**config.mk**
```make
export PLATFORM = sky130hd
export DESIGN_NAME = module_periferico_timer_flat
export DESIGN_NICKNAME = d
export VERILOG_FILES = /design/src/rtl/module_periferico_timer_if.sv /design/src/rtl/module_periferico_timer.sv /design/src/flat_wrapper.sv
export SDC_FILE = /design/constraint.sdc
export NUM_CORES = 1
export LEC_CHECK = 0
export BUFFER_PORTS_ARGS = -buffer_cell sky130_fd_sc_hd__buf_4
export CELL_PAD_IN_SITES_DETAIL_PLACEMENT = 0
export CELL_PAD_IN_SITES_GLOBAL_PLACEMENT = 2
export CORE_AREA = 2 2 97 99
export CTS_CLUSTER_SIZE = 28
export DETAILED_ROUTE_END_ITERATION = 16
export DIE_AREA = 0 0 99 101
export PLACE_DENSITY = 0.87
export SYNTH_ARGS = -nofsm -noshare
export SYNTH_HDL_FRONTEND = slang
export SYNTH_SLANG_ARGS = --single-unit
```
**constraint.sdc**
```tcl
create_clock -name clk_i -period 3.9 [get_ports clk_i]
set_input_delay 0.39 -clock clk_i [delete_from_list [all_inputs] [get_ports clk_i]]
set_output_delay 0.39 -clock clk_i [all_outputs]
set_load 0.01 [all_outputs]
```
**src/rtl/module_periferico_timer_if.sv**
```systemverilog
// Bus bundle between the bus conductor and the countdown timer at word 0x2010.
// The conductor's we_timer_o drives we_i, the CPU store data drives di_i, and
// do_o returns to the conductor's do_timer_i. irq_o rides along with the bus.
// Handshake: a store is a single cycle with we_i=1, and di_i is valid in that
// cycle. There is no ready or backpressure, and every store is accepted on that
// edge. do_o is always valid, and reading it has no side effects.
interface module_periferico_timer_if;
   logic        we_i;
   logic [31:0] di_i;
   logic [31:0] do_o;
   logic        irq_o;

   modport master (output we_i, output di_i, input do_o, input irq_o);
   modport slave  (input we_i, input di_i, output do_o, output irq_o);
endinterface

```
**src/rtl/module_periferico_timer.sv**
```systemverilog
// Memory-mapped countdown timer.
// The timer counts LOAD ticks of PRESCALE clocks each. It then sets a sticky
// done flag and pulses irq_o for one cycle.
// di_i layout: [31] EN, [30] CLR_DONE, [29:0] LOAD.
// do_o layout: {done, running, count}.
// Optional feature macro TIMER_AUTORELOAD_EN: on expiry, reload the period and
// keep counting instead of stopping.
// The FSM state is exposed on state_dbg_o (0 IDLE, 1 COUNT, 2 EXPIRED).
module module_periferico_timer #(
   parameter int unsigned PRESCALE = 100000,
   parameter int unsigned CNT_W    = 30
) (
   input  logic                            clk_i,
   input  logic                            rst_n_i,
   module_periferico_timer_if.slave        bus,
   output logic [1:0]                      state_dbg_o
);

   // The prescaler needs at least one bit. With PRESCALE=1 it stays at 0 and
   // every clock is a tick.
   localparam int unsigned     PS_W   = (PRESCALE > 1) ? $clog2(PRESCALE) : 1;
   localparam logic [PS_W-1:0] PS_MAX = PS_W'(PRESCALE - 1);

   typedef enum logic [1:0] {
      ST_IDLE    = 2'd0,
      ST_COUNT   = 2'd1,
      ST_EXPIRED = 2'd2
   } state_e;

   state_e            state_q, state_d;
   logic [CNT_W-1:0]  count_q, count_d;
   logic [PS_W-1:0]   prescaler_q, prescaler_d;
   logic              done_q, done_d;
   logic              irq_q, irq_d;
`ifdef TIMER_AUTORELOAD_EN
   // The reload value is only consumed when auto-reload is built in.
   logic [CNT_W-1:0]  period_q, period_d;
`endif

   logic              wr_en;
   logic              wr_clr;
   logic [CNT_W-1:0]  wr_load;
   logic              tick;
   logic              expire;
   logic              running;

   assign wr_en   = bus.di_i[31];
   assign wr_clr  = bus.di_i[30];
   assign wr_load = bus.di_i[CNT_W-1:0];

   // A tick completes on the last prescaler clock while counting.
   // Expiry is the tick that would take count from 1 to 0.
   assign tick   = (state_q == ST_COUNT) && (prescaler_q == PS_MAX);
   assign expire = tick && (count_q <= CNT_W'(1));

   // State register: every flop clears asynchronously, which also drops a pending irq.
   always_ff @(posedge clk_i or negedge rst_n_i) begin
      if (!rst_n_i) begin
         state_q     <= ST_IDLE;
         count_q     <= '0;
         prescaler_q <= '0;
         done_q      <= 1'b0;
         irq_q       <= 1'b0;
`ifdef TIMER_AUTORELOAD_EN
         period_q    <= '0;
`endif
      end else begin
         state_q     <= state_d;
         count_q     <= count_d;
         prescaler_q <= prescaler_d;
         done_q      <= done_d;
         irq_q       <= irq_d;
`ifdef TIMER_AUTORELOAD_EN
         period_q    <= period_d;
`endif
      end
   end

   // Next-state decode: a write always wins over an expiry on the same edge.
   always_comb begin
      state_d = state_q;
      if (bus.we_i) begin
         if (!wr_en) begin
            state_d = ST_IDLE;
         end else if (wr_load == '0) begin
            state_d = ST_EXPIRED;
         end else begin
            state_d = ST_COUNT;
         end
      end else if (expire) begin
`ifdef TIMER_AUTORELOAD_EN
         state_d = ST_COUNT;
`else
         state_d = ST_EXPIRED;
`endif
      end
   end

   // Datapath next values: load/pause/clear on writes, then prescale and count down.
   always_comb begin
      count_d     = count_q;
      prescaler_d = prescaler_q;
      done_d      = done_q;
      irq_d       = 1'b0;
`ifdef TIMER_AUTORELOAD_EN
      period_d    = period_q;
`endif
      if (bus.we_i) begin
         if (wr_en) begin
            if (wr_load != '0) begin
               count_d     = wr_load;
               prescaler_d = '0;
               done_d      = 1'b0;
`ifdef TIMER_AUTORELOAD_EN
               period_d    = wr_load;
`endif
            end else begin
               // A zero load expires at once and still raises the interrupt.
               count_d     = '0;
               prescaler_d = '0;
               done_d      = 1'b1;
               irq_d       = 1'b1;
            end
         end else if (wr_clr) begin
            // A pause holds count and prescaler; only CLR_DONE touches done.
            done_d = 1'b0;
         end
      end else if (state_q == ST_COUNT) begin
         if (tick) begin
            prescaler_d = '0;
            if (expire) begin
               done_d = 1'b1;
               irq_d  = 1'b1;
`ifdef TIMER_AUTORELOAD_EN
               count_d = period_q;
`else
               count_d = '0;
`endif
            end else begin
               count_d = count_q - CNT_W'(1);
            end
         end else begin
            prescaler_d = prescaler_q + PS_W'(1);
         end
      end
   end

   // Outputs come straight from registers, so do_o reads 0 while reset is held.
   always_comb begin
      running     = (state_q == ST_COUNT);
      bus.do_o    = {done_q, running, count_q};
      bus.irq_o   = irq_q;
      state_dbg_o = state_q;
   end

endmodule
```
**src/flat_wrapper.sv**
```systemverilog
// flat-port wrapper written by rule: the top's interface ports become plain ports
module module_periferico_timer_flat 
#(
   parameter int unsigned PRESCALE = 100000,
   parameter int unsigned CNT_W    = 30
)
  (clk_i, rst_n_i, state_dbg_o, bus_we_i, bus_di_i, bus_do_o, bus_irq_o);
  module_periferico_timer_if bus_i ();
  input  logic clk_i;
  input  logic rst_n_i;
  output logic [1:0] state_dbg_o;
  input wire logic [$bits(bus_i.we_i)-1:0] bus_we_i;
  input wire logic [$bits(bus_i.di_i)-1:0] bus_di_i;
  output wire logic [$bits(bus_i.do_o)-1:0] bus_do_o;
  output wire logic [$bits(bus_i.irq_o)-1:0] bus_irq_o;
  assign bus_i.we_i = bus_we_i;
  assign bus_i.di_i = bus_di_i;
  assign bus_do_o = bus_i.do_o;
  assign bus_irq_o = bus_i.irq_o;
  module_periferico_timer #(.PRESCALE(PRESCALE), .CNT_W(CNT_W)) u_core (.clk_i(clk_i), .rst_n_i(rst_n_i), .bus(bus_i), .state_dbg_o(state_dbg_o));
endmodule
```
==> flow_summary_export.csv, run 1 <==
group,metric,value,unit
clocking,clkTransAtPathRegs,100,ps
yosys,syn_area,3070,um2
worst_setup_path,r2r-end,"u_core.count_q[16]",
floorplanning,core_area,8980,um2
run_status,outcome,"finished clean",
worst_setup_path,critPathMaxFanout,14,
sta,setup_violations,0,
cells_and_area,final_core_util,42.0,%
worst_setup_path,crit_arrival,3060,ps
sta,relSlewSlack,43.4,%
routing,route.detailed.drc,0,
global_route,grt_first_pass_wirelength,15.9,mm
worst_setup_path,rr_worst_depth,6,
sta,setup_slack,1060,ps
yosys,synth.distinct_cells,58,
sta,worstMarginPinSlew,842,ps
placement,placed_area,3690,um2
cells_and_area,drive_above_1_share,23.3,%
placement,placedCellCount,510,
pwr,combPwrFrac,26.8,%
cells_and_area,regArea,1280,um2
cells_and_area,fin_area,3770,um2
sta,clock_skew,13.8,ps
sta,min_period,2840,ps
pwr,switching_share,34.4,%
floorplanning,die-area,10000,um2
pwr,power_frac_clock,23.0,%
worst_setup_path,crit_required,4110,ps
floorplanning,die_y,101,um
yosys,syn-num-nets,378,
yosys,async_flop_share,100,%
pwr,power_frac_seq,50.3,%
placement,io_buffers,69,
clocking,h-tree-depth,2,
cells_and_area,mostFrequentLayoutCell,"buf_4",
sta,hold_slack,114,ps
global_route,grt_max_degree,52,
yosys,synth_area_per_cell,9.02,um2
worst_setup_path,r2r_setup_slack,1060,ps
sta,rsz0062_at_grt,"false",
yosys,syn_inst,340,
clocking,cts_hold_buffers,0,
global_route,antenna_found_initial,0,
routing,drt_iter0_drc,233,
clocking,cts.sinks,51,
cells_and_area,n_fill_cell,924,
placement,place.gp.congestion,0.887,
clocking,cts_resized,0,
yosys,synth_seq_cells,51,
clocking,cts_buffers,5,
floorplanning,initial_core_util,34.1,%
routing,via_per_inst,5.82,
cells_and_area,area_growth,23.1,%
cells_and_area,layout_common_cells,"74 x buf_4, 51 x dfrtp_1, 38 x nor2_1, 34 x nand2_1, 17 x nand3_1",
floorplanning,rows,35,
pwr,p_leak,1.63,nW
routing,detail_route.wirelength,9.98,mm
sta,finalHoldViolations,0,
pwr,power.total,1.37,mW
cells_and_area,multiInputGateArea,1680,um2
job,cap_violations,0,
clocking,post-cts-setup-buffers,0,
pwr,p_int,0.898,mW
routing,vias,3013,
clocking,cts_tree,"done",
clocking,clockRootBuffer,"clkbuf_8",
yosys,synth_edf_count,0,
worst_setup_path,worstSetupPathType,"reg -> reg",
sta,fin_setup_tns,0,ps
floorplanning,die_x,99,um
pwr,power-per-cell-area,363,nW/um2
cells_and_area,diodes,0,
routing,post_drt_wl_per_cell,19.3,um
pwr,switchingPower,0.470,mW
routing,ant_nets,0,
routing,first_pass_iters,4,
placement,place_ws,1100,ps
cells_and_area,finalNetCount,444,
yosys,yosys_most_used_dff,"dfrtp_1",
clocking,clk_path_buf_depth,2,
global_route,grt_pass1_vias,2894,
clocking,clk_latency,320,ps
floorplanning,ios,70,
sta,finalCritPeriodShare,72.9,%
global_route,grt_overflow,0,
worst_setup_path,cp-end-kind,"register",
yosys,yosysSeqAreaShare,41.6,%
cells_and_area,instances_no_fill,518,
yosys,yosys_warnings,0,
worst_setup_path,crit_path_start_kind,"register",
hold_path,worstHoldPathType,"in -> async",
global_route,grt_usage,20.2,%
placement,hpwl,7.41,mm
worst_setup_path,timing.rr.start,"u_core.count_q[14]",
sta,final_max_slew_viol_count,0,
sta,fmax,352,MHz
pwr,ir_drop,218,uV
==> worst max-delay path: stages, from the launching register on <==
cell and delay, ps:
dfrtp_1 460, nor4_1 770, nand4_1 310, nor4_4 440
nor2_2 250, a32o_1 310, a22o_1 220
==> worst max-delay path by stage <==
stage                       start                 end  slack (ps)  depth (start not counted)
3_3_place_gp   u_core.count_q[14]  u_core.count_q[16]        1120                          6
5_1_grt        u_core.count_q[14]  u_core.count_q[16]         830                          6
4_1_cts        u_core.count_q[26]  u_core.count_q[16]        1090                          6
6_report       u_core.count_q[14]  u_core.count_q[16]        1060                          6
2_1_floorplan  u_core.count_q[20]   u_core.count_q[2]        1360                          7
3_5_place_dp   u_core.count_q[14]  u_core.count_q[16]        1100                          6
==> cell usage after synthesis (all sizes together), types with 3 or more instances <==
cell     n  area share, %
o311ai   5            1.4
inv      9            1.1
or2      4           0.90
nand2   34            4.2
a22oi   11            2.7
xor2    11            3.1
nand3   17            2.8
o211ai   5            1.2
a21oi    3           0.49
a22o     7            2.0
nand4   12            2.4
nor4b    6            1.7
o21ai   16            2.9
or3      7            1.4
dfrtp   51             42
and2     4           0.82
nor2    39            4.9
buf      9            1.8
nor3    13            2.1
or4      5            1.5
o41ai    4            1.1
ha       3            1.2
a221o    6            2.0
and3     5            1.0
nor2b    3           0.61
clkbuf   6           0.73
o311a    3           0.98
nor4    12            2.9
==> layer usage <==
metal / share of wire [%] / vias up / track usage, %
met3: 5.5 / 13 / 3.19
met2: 48 / 96 / 31.7
met4: 1.6 / 0 / 6.53
li1: - / 1426 / -
met5: 0 / - / 0
met1: 45 / 1478 / 28.8
==> flip-flops by register name (all words and copies together), names as in the netlist <==
register,count
u_core.bus.irq_o,1
u_core.state_dbg_o,2
u_core.prescaler_q,17
u_core.count_q,30
u_core.done_q,1
==> final cells by class <==
class	count	area share, %
timing repair buffer	74	14.7
clock inverter	3	0.530
multi-input combinational	265	44.5
inverter	9	0.895
tap	111	3.68
sequential	51	33.8
clock buffer	5	1.82
==> cells by family (layout without fill, tap and decap cells) <==
group,count (synthesis),count (layout),synth area share (%)
flip-flops,51,51,41.6
XOR/XNOR,13,13,3.71
buffers and inverters,24,91,3.63
AO/OA/AOI/OAI,78,78,19.8
adder cells (fa/ha/maj),3,3,1.22
AND/OR/NAND/NOR,171,171,30.0
==> power by group through the flow <==
stage / Combinational, mW / Clock [mW] / Sequential (mW)
floorplan: 0.165 / 0 / 0.694
global placement: 0.368 / 0 / 0.697
detailed placement: 0.368 / 0 / 0.699
CTS: 0.370 / 0.325 / 0.688
global route: 0.399 / 0.343 / 0.700
finish: 0.366 / 0.315 / 0.688
Power figures use the tool's default switching activity.
==> run 2, diff against run 1 <==
--- a/config.mk
+++ b/config.mk
@@ -5,14 +5,15 @@
 export SDC_FILE = /design/constraint.sdc
 export NUM_CORES = 1
 export LEC_CHECK = 0
+export ABC_AREA = 1
 export BUFFER_PORTS_ARGS = -buffer_cell sky130_fd_sc_hd__buf_4
 export CELL_PAD_IN_SITES_DETAIL_PLACEMENT = 0
 export CELL_PAD_IN_SITES_GLOBAL_PLACEMENT = 2
-export CORE_AREA = 2 2 97 99
+export CORE_AREA = 2 2 117 119
 export CTS_CLUSTER_SIZE = 28
 export DETAILED_ROUTE_END_ITERATION = 16
-export DIE_AREA = 0 0 99 101
-export PLACE_DENSITY = 0.87
+export DIE_AREA = 0 0 119 121
+export PLACE_DENSITY = 0.83
 export SYNTH_ARGS = -nofsm -noshare
 export SYNTH_HDL_FRONTEND = slang
 export SYNTH_SLANG_ARGS = --single-unit
==> constraint.sdc (replaced) <==
create_clock -name clk_i -period 3 [get_ports clk_i]
set_input_delay 0.3 -clock clk_i [delete_from_list [all_inputs] [get_ports clk_i]]
set_output_delay 0.3 -clock clk_i [all_outputs]
set_load 0.01 [all_outputs]
==> run 2 against run 1 <==
Via count increased by 27%. Clock power increased by 85%. Maximum frequency increased by 28%. Hold slack got worse by 80 ps. Count of clock-buffer cells in the layout unchanged. Utilization decreased by 6.7 points. Synthesized area increased by 27%. Sequential cell count unchanged. Sequential power increased by 43%. Worst setup slack got worse by 270 ps. Combinational power increased by 100%. Clock skew decreased by 7.6 ps. Critical path type unchanged.
==> flow_summary_export.csv, run 2 <==
group,metric,value,unit
run_status,outcome,"finished clean",
clocking,clk_path_buf_depth,2,
clocking,clk_latency,290,ps
routing,vias,3825,
job,cap_violations,0,
floorplanning,die-area,14400,um2
worst_setup_path,cp-end-kind,"register",
yosys,synth_seq_cells,51,
floorplanning,rows,42,
routing,ant_nets,0,
global_route,use_met1,22.3,%
clocking,h-tree-depth,2,
cells_and_area,fin_area,4630,um2
yosys,yosysTopAreaCellShare,32.9,%
worst_setup_path,crit_buf_inv,1,
cells_and_area,mostFrequentLayoutCell,"nor2_1",
worst_setup_path,crit_path_start_kind,"register",
yosys,syn_area,3880,um2
sta,clock_skew,6.13,ps
placement,io_buffers,69,
cells_and_area,largest_reg_flops,30,
sta,min_period,2220,ps
placement,hpwl,8.61,mm
sta,worstMarginPinSlew,666,ps
pwr,ir_drop,224,uV
clocking,cts_hold_buffers,0,
yosys,syn_inst,615,
yosys,ys_top_cells_by_count,"159 x nor2_1, 143 x nand2_1, 79 x inv_1",
yosys,syn-num-nets,653,
cells_and_area,drive_above_1_share,15.7,%
hold_path,worstHoldPathType,"in -> async",
sta,finalCritPeriodShare,73.9,%
sta,relSlewSlack,55.6,%
routing,drt_iter0_drc,227,
global_route,grt_max_degree,52,
sta,setup_violations,0,
clocking,clkTransAtPathRegs,70,ps
yosys,yosys_most_used_dff,"dfrtp_1",
cells_and_area,finalNetCount,711,
cells_and_area,layout_common_cells,"159 x nor2_1, 143 x nand2_1, 79 x inv_1, 70 x buf_4, 51 x dfrtp_1",
worst_setup_path,critPathMaxFanout,32,
yosys,synth_edf_count,0,
worst_setup_path,slowest_delay,410,ps
pwr,p_leak,2.38,nW
routing,detail_route.wirelength,11.4,mm
worst_setup_path,slowest_stage,"dfrtp_1",
yosys,yosys_warnings,0,
yosys,async_flop_share,100,%
yosys,netlist_top_cells_area,"dfrtp_1 33%, nor2_1 15%, nand2_1 14%",
placement,place.gp.congestion,0.829,
floorplanning,core_area,13100,um2
sta,rsz0062_at_grt,"false",
clocking,clockRootBuffer,"clkbuf_16",
floorplanning,initial_core_util,29.7,%
worst_setup_path,worstSetupPathType,"reg -> reg",
global_route,met3_usage,2.35,%
cells_and_area,area_growth,19.3,%
pwr,power.total,2.32,mW
sta,fmax,451,MHz
clocking,post-cts-setup-buffers,0,
routing,via_per_inst,4.50,
routing,first_pass_iters,4,
worst_setup_path,cp_cell_sequence,"inv_1 > ha_1 > nand2_1 > nor2_1 > nand2_1 > nor2_1 > nand2_1 > nand2_1 > nand2_2 > nand2_1 > nand2_1 > nand2_1 > nand2_1",
routing,post_drt_wl_per_cell,13.4,um
global_route,grt_first_pass_wirelength,18.7,mm
worst_setup_path,crit_arrival,2400,ps
yosys,synth_area_per_cell,6.31,um2
global_route,grt_usage,16.3,%
yosys,yosysSeqAreaShare,32.9,%
global_route,antenna_found_initial,0,
clocking,cts.sinks,51,
yosys,synth.distinct_cells,32,
global_route,grtUsageMet2,27.5,%
global_route,grt_overflow,0,
yosys,yosysMostFrequentCell,"nor2_1",
floorplanning,ios,70,
routing,route.detailed.drc,0,
worst_setup_path,cp_top_family,"simple AND/OR/NAND/NOR gates",
placement,placed_area,4480,um2
clocking,cts_resized,0,
clocking,cts_buffers,5,
sta,fin_setup_tns,0,ps
cells_and_area,n_fill_cell,1470,
cells_and_area,diodes,0,
sta,final_max_slew_viol_count,0,
sta,finalHoldViolations,0,
clocking,cts_tree,"done",
cells_and_area,top_register,"u_core.count_q",
global_route,grt_pass1_vias,3667,
floorplanning,die_x,119,um
worst_setup_path,crit_required,3190,ps
pwr,power-per-cell-area,500,nW/um2
floorplanning,die_y,121,um
worst_setup_path,crit_top_cell,"nand2_1",
yosys,synth_area_leader_cell,"dfrtp_1",
global_route,top_usage_layer,"met2",
==> run 2: cell count changes in the layout (fill, tap and decap cells not counted), moves of 11 or more <==
cell / delta
inv_1: +70
nor2_1: +121
nand2_1: +109
a21oi_1: +25
a22oi_1: -11
nand3_1: +32
nor4_1: -11
==> run 2: layer usage <==
metal,share of wire (%),vias up,routed length (um)
met5,0,-,0
met4,0.60,0,68
met3,4.0,4,453
met2,47,69,5390
met1,48,1746,5520
li1,-,2006,-
==> run 2: stage by stage <==
stage                     instances  setup WS (ps)  util, %  hold WS [ps]
after floorplan                 615           1300        -          4.41
after global placement          842            820     34.2           392
after detailed placement        842            746     34.2           390
after CTS                       850            731     35.4          70.9
after global routing            850            513     35.4          94.3
final                           850            783     35.4          33.2
==> run 2: path summary, 6_finish.rpt <==
kind                                    endpoint  slack (ps)         startpoint  depth (start not counted)
setup / recovery                   u_core.done_q         780  u_core.count_q[0]                         13
hold / removal                  u_core.bus.irq_o          30            rst_n_i                          1
setup reg to reg                   u_core.done_q         780  u_core.count_q[0]                         13
hold reg to reg                    u_core.done_q         490      u_core.done_q                          2
max in group asynchronous     u_core.count_q[24]        2510            rst_n_i                          1
min in group clk_i         u_core.state_dbg_o[0]         340       bus_di_i[31]                          3
==> run 2: worst reg2reg max path, stage by stage (launching register included) <==
cell and delay (ps):
dfrtp_1 410, inv_1 120, ha_1 220, nand2_1 70
nor2_1 190, nand2_1 80, nor2_1 110, nand2_1 60
nand2_1 70, nand2_2 360, nand2_1 250, nand2_1 70
nand2_1 50, nand2_1 40
==> run 2: cell families (layout without fill, tap and decap cells) <==
| logic type | after synthesis | after routing | share of synthesized area [%] |
|---|---|---|---|
| AO/OA/AOI/OAI | 44 | 44 | 6.45 |
| adder cells (fa/ha/maj) | 3 | 3 | 0.968 |
| XOR/XNOR | 19 | 19 | 4.29 |
| flip-flops | 51 | 51 | 32.9 |
| buffers and inverters | 104 | 163 | 12.1 |
| AND/OR/NAND/NOR | 394 | 394 | 43.3 |
==> run 2: where the power goes <==
part | internal [mW] | switching, mW | total (mW)
sequential | 0.799 | 0.187 | 0.985
combinational | 0.344 | 0.402 | 0.746
clock | 0.313 | 0.271 | 0.584
==> run 2: cell type report <==
type	instances	area [um2]	share of cell area (%)
clock buffers	5	125	2.70
well taps	176	220	4.76
flip-flops and latches	51	1280	27.6
clock inverters	3	22.5	0.487
inverters	85	323	6.97
multi-input cells	460	2140	46.1
repair buffers	70	526	11.4
